`src/rtl/spi_rx_frame.sv`:
```
// spi_rx_frame: SPI mode-0 receive framer.
// Synchronises CSN/SCLK/MOSI into clk, shifts MOSI in MSB-first on SCLK rises
// while CSN is low, emits parallel words, counts words per frame, flags frames
// that end mid-word and CSN-high gaps shorter than min_csh.
module spi_rx_frame #(
  parameter int DATA_W = 8,
  parameter int SPI0_2 = 32
) (
  input  logic              clk,
  input  logic              rst_n,
  input  logic [SPI0_2-1:0] min_csh,
  input  logic              CSN,
  input  logic              SCLK,
  input  logic              MOSI,
  output logic              rx_idle,
  output logic [DATA_W-1:0] rx_data,
  output logic              rx_valid,
  output logic              frame_done,
  output logic [15:0]       frame_words,
  output logic              bit_err,
  output logic              csh_err
);

  localparam int CNT_W = $clog2(DATA_W);

  typedef enum logic [1:0] {
    S_IDLE = 2'b00,
    S_ACT  = 2'b01,
    S_END  = 2'b10
  } state_t;

  state_t state, state_nxt;

  logic csn_s1, csn_s2, csn_s3;
  logic sclk_s1, sclk_s2, sclk_s3;
  logic mosi_s1, mosi_s2;

  logic              csn_fall, csn_rise, sclk_rise;
  logic              start, shift_en, word_done, finish;
  logic [CNT_W-1:0]  bit_cnt;
  logic [DATA_W-1:0] shift;
  logic [SPI0_2-1:0] csh_cnt;

  // Two-flop synchronisers plus a history flop for edge detection; idle
  // reset values keep reset release from looking like an edge.
  always_ff @(posedge clk or negedge rst_n) begin
    if (!rst_n) begin
      csn_s1  <= 1'b1;
      csn_s2  <= 1'b1;
      csn_s3  <= 1'b1;
      sclk_s1 <= 1'b0;
      sclk_s2 <= 1'b0;
      sclk_s3 <= 1'b0;
      mosi_s1 <= 1'b0;
      mosi_s2 <= 1'b0;
    end else begin
      csn_s1  <= CSN;
      csn_s2  <= csn_s1;
      csn_s3  <= csn_s2;
      sclk_s1 <= SCLK;
      sclk_s2 <= sclk_s1;
      sclk_s3 <= sclk_s2;
      mosi_s1 <= MOSI;
      mosi_s2 <= mosi_s1;
    end
  end

  assign csn_fall  = ~csn_s2 & csn_s3;
  assign csn_rise  = csn_s2 & ~csn_s3;
  assign sclk_rise = sclk_s2 & ~sclk_s3;

  // Frame state register.
  always_ff @(posedge clk or negedge rst_n) begin
    if (!rst_n) state <= S_IDLE;
    else        state <= state_nxt;
  end

  // Next-state and per-cycle strobes; CSN rise wins over a coincident SCLK rise.
  always_comb begin
    state_nxt = state;
    start     = 1'b0;
    shift_en  = 1'b0;
    word_done = 1'b0;
    finish    = 1'b0;
    case (state)
      S_IDLE: begin
        if (csn_fall) begin
          start     = 1'b1;
          state_nxt = S_ACT;
        end
      end
      S_ACT: begin
        if (csn_rise) begin
          state_nxt = S_END;
        end else if (sclk_rise) begin
          shift_en  = 1'b1;
          word_done = (bit_cnt == CNT_W'(DATA_W - 1));
        end
      end
      S_END: begin
        finish    = 1'b1;
        state_nxt = S_IDLE;
      end
      default: state_nxt = S_IDLE;
    endcase
  end

  assign frame_done = finish;
  assign bit_err    = finish & (bit_cnt != '0);

  // Shift register, word assembly, word count, CS-high timer and pulses.
  always_ff @(posedge clk or negedge rst_n) begin
    if (!rst_n) begin
      rx_idle     <= 1'b1;
      rx_data     <= '0;
      rx_valid    <= 1'b0;
      frame_words <= '0;
      csh_err     <= 1'b0;
      bit_cnt     <= '0;
      shift       <= '0;
      csh_cnt     <= '1;
    end else begin
      rx_valid <= 1'b0;
      csh_err  <= 1'b0;
      if (state == S_IDLE && csh_cnt != '1) csh_cnt <= csh_cnt + SPI0_2'(1);
      if (start) begin
        bit_cnt     <= '0;
        shift       <= '0;
        frame_words <= '0;
        csh_err     <= (csh_cnt < min_csh);
        rx_idle     <= 1'b0;
      end
      if (shift_en) begin
        shift <= {shift[DATA_W-2:0], mosi_s2};
        if (word_done) begin
          bit_cnt  <= '0;
          rx_data  <= {shift[DATA_W-2:0], mosi_s2};
          rx_valid <= 1'b1;
          if (frame_words != 16'hFFFF) frame_words <= frame_words + 16'd1;
        end else begin
          bit_cnt <= bit_cnt + CNT_W'(1);
        end
      end
      if (finish) begin
        csh_cnt <= SPI0_2'(1);
        rx_idle <= 1'b1;
      end
    end
  end

endmodule

```
`config.mk`:
```
export PLATFORM = sky130hd
export DESIGN_NAME = spi_rx_frame
export DESIGN_NICKNAME = d
export VERILOG_FILES = /design/src/rtl/spi_rx_frame.sv
export SDC_FILE = /design/constraint.sdc
export NUM_CORES = 1
export LEC_CHECK = 0
export BUFFER_PORTS_ARGS = -buffer_cell sky130_fd_sc_hd__buf_2
export CAP_MARGIN = 20
export CORE_ASPECT_RATIO = 0.6
export CORE_MARGIN = 10
export CORE_UTILIZATION = 55
export CTS_BUF_LIST = sky130_fd_sc_hd__clkbuf_8
export DETAILED_ROUTE_END_ITERATION = 8
export MAX_ROUTING_LAYER = met4
export PLACE_DENSITY = 0.77
export SLEW_MARGIN = 20
export SYNTH_ARGS = -nofsm -noshare
export SYNTH_HDL_FRONTEND = slang
export SYNTH_SLANG_ARGS = --single-unit
```
`constraint.sdc`:
```
create_clock -name clk -period 2.34 [get_ports clk]
set_input_delay 0.234 -clock clk [delete_from_list [all_inputs] [get_ports clk]]
set_output_delay 0.234 -clock clk [all_outputs]
set_load 0.02 [all_outputs]
```
==> impl_metrics.py <==
metrics = {
    "status": {
        "outcome": "completed",
    },
    "drt": {
        "dr.pass1.iters": 4,
        "post_drt_wl_per_cell_um": 16.4,
        "ant_nets": 0,
        "wirelength_mm": 10.9,
        "drtIter0Drc": 254,
        "vias_per_cell": 5.56,
        "vias": 3705,
        "drc": 0,
    },
    "job": {
        "drv_cap": 0,
    },
    "power_and_ir_drop": {
        "power_leakage_nw": 2.62,
        "power_w": 0.00324,
        "p_per_area_nw_per_um2": 604,
        "vdd.ir_drop.worst_mv": 0.454,
    },
    "yosys": {
        "synthTopCellsByCount": "77 x nand2_1, 43 x dfrtp_1, 39 x inv_1",
        "ys_ff_latch": 79,
        "seq_area_frac_synth_pct": 43.8,
        "yosysMostFrequentCell": "nand2_1",
        "ys.flop_type": "dfrtp_1",
        "synth_area_leaders": "dfrtp_1 23%, dfstp_2 21%, ha_1 9.8%, mux2i_1 6.3%, nand2_1 6.3%",
        "postSynth.asyncResetShare_pct": 100,
        "syn_inst": 474,
        "yosysTopAreaCellShare_pct": 23.3,
        "synthDistinctLibCells": 56,
        "syn_area_um2": 4610,
        "avgSynthCellArea_um2": 9.73,
        "synth_edf_count": 0,
        "synth_top_area_cell": "dfrtp_1",
        "ys_warn_count": 0,
        "synth_nets": 547,
    },
    "timing": {
        "drv_slew": 0,
        "maxSlewHeadroom_pct": 48.5,
        "hold_viol_final": 0,
        "finalWorstSetupSlack_ns": 0.182,
        "finalSetupTns_ns": 0,
        "period_minus_slack_ns": 2.16,
        "rsz0062_at_grt": "false",
        "max_freq_ghz": 0.463,
        "skew_ns": 0.00988,
        "whs_ns": 0.359,
        "setup-violations-final": 0,
        "min_period_over_period_pct": 92.2,
        "tightestPinTransition_ns": 0.769,
    },
    "hold_path": {
        "hp-start": "sclk_s1",
        "worstHoldEndpoint": "sclk_s2",
        "hold_class": "register to register",
        "whs_path_depth": 0,
    },
    "place": {
        "hpwl_mm": 8.30,
        "pre_cts_slack_ns": 0.208,
        "place_congestion": 0.888,
        "port_buffers": 65,
    },
    "clocking": {
        "cts_tree": "yes",
        "hold_buffers": 4,
        "cts_inserted_buffers": 9,
        "clock_sinks": 79,
        "cts_resized": 0,
        "post_cts_buffers": 0,
        "clockBufferDepth": 2,
        "h-tree-depth": 3,
        "clk_latency_ns": 0.36,
        "cts-root-buf": "clkbuf_8",
        "clk_pin_slew_ns": 0.09,
    },
    "global_route": {
        "grt_remaining_overflow": 0,
        "grt_pass1_wl_mm": 18.3,
        "grt_max_degree": 43,
        "grt_pass1_vias": 3669,
        "antenna_found_initial": 0,
        "grt_use_total_pct": 17.8,
    },
    "final_layout": {
        "n_antenna_cell": 0,
        "final_nets": 626,
        "layout-drive-gt1-share_pct": 27.8,
        "final.fill_count": 656,
        "area_growth_pct": 16.5,
    },
    "worst_setup_path": {
        "critPathCaptureType": "register",
        "cp-start-kind": "register",
        "worstPathArrival_ns": 2.44,
        "ff2ff_setup_slack_ns": 0.18,
        "timing.rr.end": "csh_cnt[25]",
        "worstPathRequired_ns": 2.62,
        "cp-startpoint": "csh_cnt[6]",
        "worst-path-max-fanout": 10,
        "r2r_cells": 5,
        "worst-setup-path-type": "register to register",
        "regToRegStartpoint": "csh_cnt[6]",
    },
    "floorplan": {
        "die_y_um": 90.9,
        "die_w_um": 138,
        "rows": 25,
        "ios": 66,
        "initial_core_util_pct": 57.6,
        "core_um2": 8010,
        "die_area_um2": 12600,
    },
}
-- critical path: stages, from the launching register on --
cell and delay [ns]:
dfstp_2 0.61, nand4_1 0.23, nor4_4 0.45, o211ai_4 0.23
or3_1 0.37, a21oi_1 0.19
-- final cells by class --
cell class	instances	area (µm²)	area share [%]
Multi-Input combinational cell	346	2400	44.7
Sequential cell	79	2020	37.6
Timing Repair Buffer	77	440	8.20
Inverter	40	150	2.80
Tap cell	108	135	2.52
Clock buffer	9	124	2.31
Clock inverter	7	96.3	1.79
-- stage by stage --
stage / instance area (µm²) / utilization [%] / cells
4_1_cts: 5370 / 67.1 / 666
2_1_floorplan: 4610 / - / 474
3_3_place_gp: 5110 / 63.8 / 646
5_1_grt: 5370 / 67.1 / 666
3_5_place_dp: 5110 / 63.8 / 646
6_report: 5370 / 67.1 / 666
-- registers in the layout (all words and copies together), names as in the netlist --
signal       count
rx_idle          1
mosi_s1          1
mosi_s2          1
csn_s3           1
csn_s2           1
rx_valid         1
rx_data          8
sclk_s2          1
sclk_s3          1
state            2
csh_cnt         32
sclk_s1          1
csn_s1           1
csh_err          1
bit_cnt          3
frame_words     16
shift            7
-- worst max-delay path by stage --
stage | slack [ns] | endpoint | cells after the start
finish | 0.18 | csh_cnt[25] | 5
global route | 0.04 | csh_cnt[28] | 6
CTS | 0.19 | csh_cnt[14] | 5
detailed placement | 0.21 | csh_cnt[14] | 5
global placement | 0.30 | csh_cnt[2] | 5
floorplan | 0.25 | csh_cnt[28] | 6
-- power by group --
group,total (W),leakage (nW),switching [W],internal (W)
Sequential,0.00164,0.957,0.000130,0.00151
Clock,0.00113,0.102,0.000527,0.000602
Combinational,0.000477,1.56,0.000273,0.000204
-- layout by cell type (no fill, tap or decap), types with 20 or more instances in the layout --
| master | n |
|---|---|
| nand3_1 | 30 |
| nand2_1 | 77 |
| inv_1 | 39 |
| buf_2 | 64 |
| mux2i_1 | 29 |
| dfstp_2 | 36 |
| ha_1 | 36 |
| a21oi_1 | 20 |
| nor2_1 | 23 |
| dfrtp_1 | 43 |
-- metal layers --
metal  GRT usage [%]  wire length, µm  up-vias
met5               -                0        -
li1                -                -     1844
met3            4.89              631       13
met2            25.6             4620      106
met4            4.20               91        0
met1            24.2             5570     1742
-- logic make-up (layout without fill, tap and decap cells) --
kind of cell / after synthesis / after routing / share of synthesized area, %
simple gates: 202 / 202 / 23.7
fa+ha+maj: 36 / 36 / 9.77
flops: 79 / 79 / 43.8
xor+xnor: 5 / 5 / 0.949
mux: 37 / 37 / 8.25
buf+inv: 49 / 133 / 4.04
compound gates: 66 / 66 / 9.44
Power figures use the tool's default switching activity.
